--- config.mk ---
export PLATFORM = sky130hd
export DESIGN_NAME = uart_port
export DESIGN_NICKNAME = d
export VERILOG_FILES = /design/src/rtl/uart_port.sv
export SDC_FILE = /design/constraint.sdc
export NUM_CORES = 1
export LEC_CHECK = 0
export ABC_AREA = 1
export BUFFER_PORTS_ARGS = -buffer_cell sky130_fd_sc_hd__buf_2
export CAP_MARGIN = 20
export CORE_MARGIN = 2
export CORE_UTILIZATION = 60
export DETAILED_ROUTE_END_ITERATION = 16
export GPL_TIMING_DRIVEN = 1
export PLACE_DENSITY = 0.8
export SLEW_MARGIN = 25
export SYNTH_ARGS = -nofsm -noshare
export SYNTH_HDL_FRONTEND = slang
export SYNTH_SLANG_ARGS = --single-unit
--- constraint.sdc ---
create_clock -name clk -period 2.7 [get_ports clk]
set_input_delay 0.135 -clock clk [delete_from_list [all_inputs] [get_ports clk]]
set_output_delay 0.135 -clock clk [all_outputs]
set_load 0.005 [all_outputs]
--- src/rtl/uart_port.sv ---
// uart_port: memory-mapped 8N1 serial port. Bus writes are queued in a small
// TX FIFO and serialised on txd; frames on rxd are deserialised into a
// one-byte holding register. Status flags toward the bus are active-low.
module uart_port #(
    parameter int CLKS_PER_BIT = 16,
    parameter int TX_DEPTH     = 4
) (
    input  logic       clk,
    input  logic       reset,
    input  logic [7:0] data_in,
    input  logic       _uart_in,
    input  logic       _uart_out,
    output logic [7:0] data_out,
    output logic       _uart_out_ready,
    output logic       _uart_in_ready,
    output logic       _rx_overrun,
    output logic       txd,
    input  logic       rxd
);
    localparam int PTR_W = $clog2(TX_DEPTH);
    localparam int CNT_W = PTR_W + 1;
    localparam int BCW   = $clog2(CLKS_PER_BIT);
    localparam logic [CNT_W-1:0] FIFO_FULL = CNT_W'(TX_DEPTH);
    localparam logic [BCW-1:0]   BIT_END   = BCW'(CLKS_PER_BIT - 1);
    localparam logic [BCW-1:0]   HALF_END  = BCW'(CLKS_PER_BIT / 2 - 1);

    typedef enum logic [1:0] {TX_IDLE, TX_START, TX_DATA, TX_STOP} tx_state_t;
    typedef enum logic [1:0] {RX_IDLE, RX_START, RX_DATA, RX_STOP} rx_state_t;

    // ---------------------------------------------------------------- TX FIFO
    logic [7:0]       r_mem [TX_DEPTH];
    logic [PTR_W-1:0] r_wr_ptr, r_rd_ptr;
    logic [CNT_W-1:0] r_count;
    logic             w_push, w_pop, w_full, w_empty;

    assign w_full          = (r_count == FIFO_FULL);
    assign w_empty         = (r_count == '0);
    assign w_push          = !_uart_in && !w_full;   // writes to a full FIFO are dropped
    assign _uart_out_ready = w_full;

    // Store accepted bus bytes.
    // NOTE: the data array has no reset; the pointers and count alone say which entries are live.
    always_ff @(posedge clk) begin
        if (w_push) r_mem[r_wr_ptr] <= data_in;
    end

    // Advance pointers and occupancy; push and pop together leave the count unchanged.
    // NOTE: every sequential assignment is non-blocking so all registers see pre-edge values.
    always_ff @(posedge clk) begin
        if (reset) begin
            r_wr_ptr <= '0;
            r_rd_ptr <= '0;
            r_count  <= '0;
        end else begin
            if (w_push) r_wr_ptr <= r_wr_ptr + 1'b1;
            if (w_pop)  r_rd_ptr <= r_rd_ptr + 1'b1;
            r_count <= r_count + CNT_W'(w_push) - CNT_W'(w_pop);
        end
    end

    // ---------------------------------------------------------------- TX FSM
    tx_state_t        r_tx_state, w_tx_state_nx;
    logic [BCW-1:0]   r_tx_cnt, w_tx_cnt_nx;
    logic [2:0]       r_tx_bit, w_tx_bit_nx;
    logic [7:0]       r_tx_shift, w_tx_shift_nx;
    logic             r_txd, w_txd_nx;

    assign txd = r_txd;

    // TX next state: pop in IDLE, then start bit, 8 data bits LSB first, stop bit.
    // NOTE: every output of this block gets a default first so no latch is inferred.
    always_comb begin
        w_tx_state_nx = r_tx_state;
        w_tx_cnt_nx   = r_tx_cnt + 1'b1;
        w_tx_bit_nx   = r_tx_bit;
        w_tx_shift_nx = r_tx_shift;
        w_txd_nx      = r_txd;
        w_pop         = 1'b0;
        case (r_tx_state)
            TX_IDLE: begin
                w_tx_cnt_nx = '0;
                w_txd_nx    = 1'b1;
                if (!w_empty) begin
                    w_pop         = 1'b1;
                    w_tx_shift_nx = r_mem[r_rd_ptr];
                    w_txd_nx      = 1'b0;
                    w_tx_state_nx = TX_START;
                end
            end
            TX_START: begin
                if (r_tx_cnt == BIT_END) begin
                    w_tx_cnt_nx   = '0;
                    w_tx_bit_nx   = '0;
                    w_txd_nx      = r_tx_shift[0];
                    w_tx_state_nx = TX_DATA;
                end
            end
            TX_DATA: begin
                if (r_tx_cnt == BIT_END) begin
                    w_tx_cnt_nx = '0;
                    if (r_tx_bit == 3'd7) begin
                        w_txd_nx      = 1'b1;
                        w_tx_state_nx = TX_STOP;
                    end else begin
                        w_tx_bit_nx   = r_tx_bit + 1'b1;
                        w_tx_shift_nx = {1'b0, r_tx_shift[7:1]};
                        w_txd_nx      = r_tx_shift[1];
                    end
                end
            end
            TX_STOP: begin
                if (r_tx_cnt == BIT_END) begin
                    w_tx_cnt_nx   = '0;
                    w_tx_state_nx = TX_IDLE;
                end
            end
            default: w_tx_state_nx = TX_IDLE;
        endcase
    end

    // TX state register; txd is registered so the line never glitches.
    always_ff @(posedge clk) begin
        if (reset) begin
            r_tx_state <= TX_IDLE;
            r_tx_cnt   <= '0;
            r_tx_bit   <= '0;
            r_tx_shift <= '0;
            r_txd      <= 1'b1;
        end else begin
            r_tx_state <= w_tx_state_nx;
            r_tx_cnt   <= w_tx_cnt_nx;
            r_tx_bit   <= w_tx_bit_nx;
            r_tx_shift <= w_tx_shift_nx;
            r_txd      <= w_txd_nx;
        end
    end

    // ---------------------------------------------------------------- RX path
    logic           r_rx_meta, r_rxs;
    rx_state_t      r_rx_state, w_rx_state_nx;
    logic [BCW-1:0] r_rx_cnt, w_rx_cnt_nx;
    logic [2:0]     r_rx_bit, w_rx_bit_nx;
    logic [7:0]     r_rx_shift, w_rx_shift_nx;
    logic           r_rx_done, w_rx_done_nx;
    logic           r_rx_full, r_overrun;
    logic [7:0]     r_data_out;
    logic           w_read;

    assign w_read         = !_uart_out;
    assign data_out       = r_data_out;
    assign _uart_in_ready = !r_rx_full;
    assign _rx_overrun    = !r_overrun;

    // Two-flop synchroniser for the asynchronous rxd pin; idles high.
    always_ff @(posedge clk) begin
        if (reset) begin
            r_rx_meta <= 1'b1;
            r_rxs     <= 1'b1;
        end else begin
            r_rx_meta <= rxd;
            r_rxs     <= r_rx_meta;
        end
    end

    // RX next state: qualify the start bit at mid-bit, then sample each bit at its centre.
    always_comb begin
        w_rx_state_nx = r_rx_state;
        w_rx_cnt_nx   = r_rx_cnt + 1'b1;
        w_rx_bit_nx   = r_rx_bit;
        w_rx_shift_nx = r_rx_shift;
        w_rx_done_nx  = 1'b0;
        case (r_rx_state)
            RX_IDLE: begin
                w_rx_cnt_nx = '0;
                if (!r_rxs) w_rx_state_nx = RX_START;
            end
            RX_START: begin
                if (r_rx_cnt == HALF_END) begin
                    w_rx_cnt_nx   = '0;
                    w_rx_bit_nx   = '0;
                    w_rx_state_nx = r_rxs ? RX_IDLE : RX_DATA;   // high again = glitch
                end
            end
            RX_DATA: begin
                if (r_rx_cnt == BIT_END) begin
                    w_rx_cnt_nx   = '0;
                    w_rx_shift_nx = {r_rxs, r_rx_shift[7:1]};
                    if (r_rx_bit == 3'd7) w_rx_state_nx = RX_STOP;
                    else                  w_rx_bit_nx   = r_rx_bit + 1'b1;
                end
            end
            RX_STOP: begin
                if (r_rx_cnt == BIT_END) begin
                    w_rx_cnt_nx   = '0;
                    w_rx_done_nx  = r_rxs;   // low stop bit: framing error, byte silently dropped
                    w_rx_state_nx = RX_IDLE;
                end
            end
            default: w_rx_state_nx = RX_IDLE;
        endcase
    end

    // RX state register plus one-cycle good-frame pulse.
    always_ff @(posedge clk) begin
        if (reset) begin
            r_rx_state <= RX_IDLE;
            r_rx_cnt   <= '0;
            r_rx_bit   <= '0;
            r_rx_shift <= '0;
            r_rx_done  <= 1'b0;
        end else begin
            r_rx_state <= w_rx_state_nx;
            r_rx_cnt   <= w_rx_cnt_nx;
            r_rx_bit   <= w_rx_bit_nx;
            r_rx_shift <= w_rx_shift_nx;
            r_rx_done  <= w_rx_done_nx;
        end
    end

    // Holding register: load on a good frame if empty or being read, else flag a sticky overrun.
    always_ff @(posedge clk) begin
        if (reset) begin
            r_rx_full  <= 1'b0;
            r_data_out <= 8'h00;
            r_overrun  <= 1'b0;
        end else if (r_rx_done) begin
            if (!r_rx_full || w_read) begin
                r_data_out <= r_rx_shift;
                r_rx_full  <= 1'b1;
            end else begin
                r_overrun  <= 1'b1;
            end
        end else if (w_read) begin
            r_rx_full <= 1'b0;
        end
    end
endmodule

---- Word-level counts from Yosys, hierarchy flattened ----
Memories as Yosys holds them, arrays and structs flattened. A register that Yosys moved wholly into a read port is not among the register bits.
Cells that the tools add are included.
storage, ports and cells
  output and inout port bits .............. 12
  input port bits ......................... 13
  register bits after elaboration ......... 55
  memory bits (writable) .................. 32
  memories kept ........................... 1
  logic and storage cells ................. 127
operators by class
  bitwise operators ....................... 3
  eq/ne operators ......................... 26
  muxes and demuxes ....................... 44
  reduce and logical (&&, ||, !) cells .... 27
  add/sub/neg operators ................... 8
memories
  name   words  bits a word  rd ports  clocked after Yosys merged registers in  wr ports  line  text
  r_mem  4      8            1         1                                        1         31    logic [7:0] r_mem [TX_DEPTH];
operator list
  operator             count
  $mux 2               13
  $mux 8               3
  $ne 2x2->1 const B   12
  $mux 3               6
  $pmux 2 s4           2
  $pmux 8 s2           1
  $mux 4               3
  $pmux 3 s2           2
  $pmux 4 s3           1
  $reduce_and 4->1     3
  $mux 1               11
  $reduce_and 5->1     2
  $eq 3x3->1 const B   3
  $add 4x1->4 const B  2
  $eq 2x2->1 const B   4
  $eq 4x4->1 const B   2
  $pmux 4 s2           1
  $reduce_and 2->1     4
  $add 3x1->3 const B  2
  $reduce_bool 2->1    3
  $reduce_or 3->1      2
  $logic_not 1->1      5
  $add 2x1->2 const B  2
  $eq 2x1->1 const B   2
  other kinds (13)     17

---- Longest topological paths before layout ----
  depth after elaboration ................. 5
  mapped depth ............................ 13
  depth with buffers taken out ............ 13

---- Worst setup path after synthesis ----
OpenSTA, ideal clock, no wires.
  path type ............................... reg2reg
  start ................................... reg r_tx_state[0]
  end ..................................... reg r_count[2]
  arrival ................................. 1.910 ns
  clock period less this slack ............ 1.979 ns
  required time ........................... 2.630 ns
  setup slack ............................. 0.721 ns
  stages on the path, launching flop included .. 13
  path buffers ............................ 0
  library setup time ...................... 0.070 ns
  path through ............................ dfxtp_1 -> inv_1 -> ha_1 -> inv_1 -> nor2_1 -> ha_1 -> inv_1 -> ha_1 -> inv_1 -> fa_1 -> inv_1 -> o21ai_0 -> a21oi_1
between the ends
  word-level cells in the longest chain between the ends .. 3
ends and longest elaborated chain
  element                   line  text
  start: declaration        62    tx_state_t r_tx_state, w_tx_state_nx;
  start signal: assignment  130   r_tx_state <= w_tx_state_nx;
  $logic_not 2->1           79    case (r_tx_state)
  $mux 1                    79
  via w_pop                 34    logic w_push, w_pop, w_full, w_empty;
  $sub 3x1->3               57    r_count <= r_count + CNT_W'(w_push) - CNT_W'(w_pop);
  end signal: assignment    57
  end: declaration          33    logic [CNT_W-1:0] r_count;
The timed path passes the listed nets, and every way through them passes these cells.
A chain may end at the register's enable or synchronous reset.

---- Worst setup path in the final report ----
Same ends and word-level chain as after synthesis.

==> flow_summary.yaml <==
setup_path:
  crit_buf_inv: 5
  cp_max_fo: 5
  r2r_cells: 12
  worst-path-stages: 12
  critPathRequiredTime_ns: 2.98
  critPathTopFamily: "adder cells"
  crit_slowest_cell: "fa_1"
  start_kind: "flip-flop"
  critical_path_class: "reg2reg"
  path_cells: "inv_1 > ha_1 > inv_1 > nor2_1 > ha_1 > inv_1 > ha_1 > inv_1 > fa_1 > inv_1 > o21ai_0 > a21oi_1"
  worstPathArrival_ns: 2.52
  endpoint_kind: "flip-flop"
  cpMostUsedCell: "inv_1"
  max_stage_delay_ns: 0.35
die:
  initial_core_util_pct: 61.3
  die_y_um: 83.9
  design.die.area_um2: 7030
  rows: 29
  dieWidth_um: 83.9
  core-area_um2: 6240
  io_pins: 25
synthesis:
  ys_ff_latch: 89
  syn-num-nets: 473
  syn_inst: 443
  syn_avg_cell_area_um2: 8.64
  syn-cell-area_um2: 3830
  ys_seq_area_share_pct: 54.9
  ys_types: 33
  yosys_warnings: 0
min_path:
  min_path_type: "in2reg"
  whs_path_depth: 1
clock_network:
  cts_setup_buffers: 0
  hold_buffers: 6
  clkTransAtPathRegs_ns: 0.08
  cts_buffers: 9
  postCtsResizedCells: 0
  cts-root-buf: "clkbuf_8"
  clk_latency_ns: 0.35
  cts_tree: "done"
  htreeDepth: 3
  clock_sinks: 89
  clockBufferDepth: 2
power:
  peakVddDrop_mv: 0.504
  leakage_nw: 1.93
  power_density_nw_per_um2: 886
sta:
  fmax_mhz: 447
  slew_headroom_pct: 46.2
  setup_viol_count_final: 0
  drv_slew: 0
  tightestPinTransition_ns: 0.804
  fin_crit_ns: 2.24
  period_share_pct: 82.9
  setup_ws_ns: 0.461
  rsz0062_at_grt: "false"
  tns_ns: 0
  finalHoldViolCount: 0
  finClkSkew_ns: 0.00898
detailed_routing:
  wl_per_cell_um: 12.3
  first_iter_violations: 235
  drc: 0
  vias: 2865
  vias_per_cell: 5.13
  wl_mm: 6.87
  wl_met3_um: 325
  ant_nets: 0
  dr_wl_met2_mm: 3.39
  wl_met1_mm: 3.00
  drt_pass1_iterations: 4
  routed.top_layer: "met4"
run:
  max_cap_violations: 0
global_routing:
  grt_overflow: 0
  grt_pass1_vias: 2713
  antenna_found_initial: 0
  grt_pass1_wl_mm: 11.8
  grt_use_total_pct: 20.9
  grt_start_max_net_pins: 20
outcome:
  status: "complete, no violations"
layout:
  area_growth_pct: 11.9
  drive_gt1_share_pct: 13.7
  nNetsFinal: 506
  antenna_cells: 0
placement:
  io_buffers: 24
  hpwl_mm: 4.62
  gp_congestion: 0.860
  post-place-ws_ns: 0.504
-- through the flow --
step | area (um^2) | utilization [%] | instances | hold slack [ns] | power [W]
finish | 4280 | 68.6 | 558 | 0.0151 | 0.00379
global route | 4280 | 68.6 | 558 | 0.00181 | 0.00405
CTS | 4280 | 68.6 | 558 | 0.00127 | 0.00381
detailed placement | 4010 | 64.3 | 536 | 0.324 | 0.00284
global placement | 4010 | 64.3 | 536 | 0.322 | 0.00278
floorplan | 3830 | - | 443 | 0.197 | 0.00259
-- final cells by class --
| class | instances | area [um^2] |
|---|---|---|
| Fill cell | 479 | 1960 |
| Multi-Input combinational cell | 293 | 1490 |
| Clock buffer | 11 | 131 |
| Timing Repair Buffer | 31 | 188 |
| Sequential cell | 89 | 2100 |
| Tap cell | 77 | 96.3 |
| Inverter | 52 | 195 |
| Clock inverter | 5 | 80.1 |
-- state kept, by name, summed over array words and instances (netlist names), 3 cells and up, named ones only --
register,flops
data_out,8
r_rx_shift,8
r_rx_bit,3
r_count,3
r_rx_cnt,4
r_tx_cnt,4
r_mem,32
r_tx_shift,8
r_tx_bit,3
-- cell families (layout without fill, tap and decap cells) --
logic type / Yosys count / in the layout / share of synthesized area [%]
fa+ha+maj: 17 / 17 / 5.75
flops: 89 / 89 / 54.9
xor+xnor: 4 / 4 / 0.915
compound gates: 64 / 64 / 8.86
simple gates: 208 / 208 / 23.4
buf+inv: 61 / 99 / 6.18
-- per-layer routing --
metal	up-vias	GRT usage [%]
met1	1310	25.2
met3	16	4.95
met4	0	9.82
met5	-	0
li1	1482	-
met2	57	35.2
-- final timing paths --
path	endpoint	startpoint	slack [ns]
max reg2reg	r_count[2]	r_tx_state[0]	0.46
min reg2reg	r_rxs	r_rx_meta	0.42
max	r_count[2]	r_tx_state[0]	0.46
min	r_mem[1][0]	data_in[0]	0.02
-- synthesized netlist by cell type (all sizes together) --
master	instances	share of area (%)
o211ai	1	0.20
nand3	20	3.4
buf	5	0.69
ha	16	5.2
nand3b	1	0.20
clkinv	1	0.098
fa	1	0.52
o211a	1	0.26
clkbuf	4	0.39
or2	3	0.49
o21ai	33	4.5
nand2	99	10
nor3	3	0.52
dfxtp	57	30
nor2	82	8.7
edfxtp	32	25
a21oi	29	3.9
xnor2	3	0.69
inv	51	5.0
xor2	1	0.23
-- where the power goes --
part	switching (W)	leakage, nW	internal [W]
sequential	0.000150	0.758	0.00157
combinational	0.000718	1.07	0.000391
clock	0.000445	0.101	0.000521
-- placed cells by master (no fill, tap or decap), types with 13 or more instances in the layout --
cell type / netlist / final
nand2_1: 95 / 95
o21ai_0: 18 / 18
ha_1: 16 / 16
o21ai_1: 13 / 13
edfxtp_1: 32 / 32
buf_2: 3 / 24
a21oi_1: 28 / 28
inv_1: 41 / 41
dfxtp_1: 57 / 57
nor2_1: 78 / 78
nand3_1: 17 / 17
Note: power is estimated with default switching activity, not from simulation.
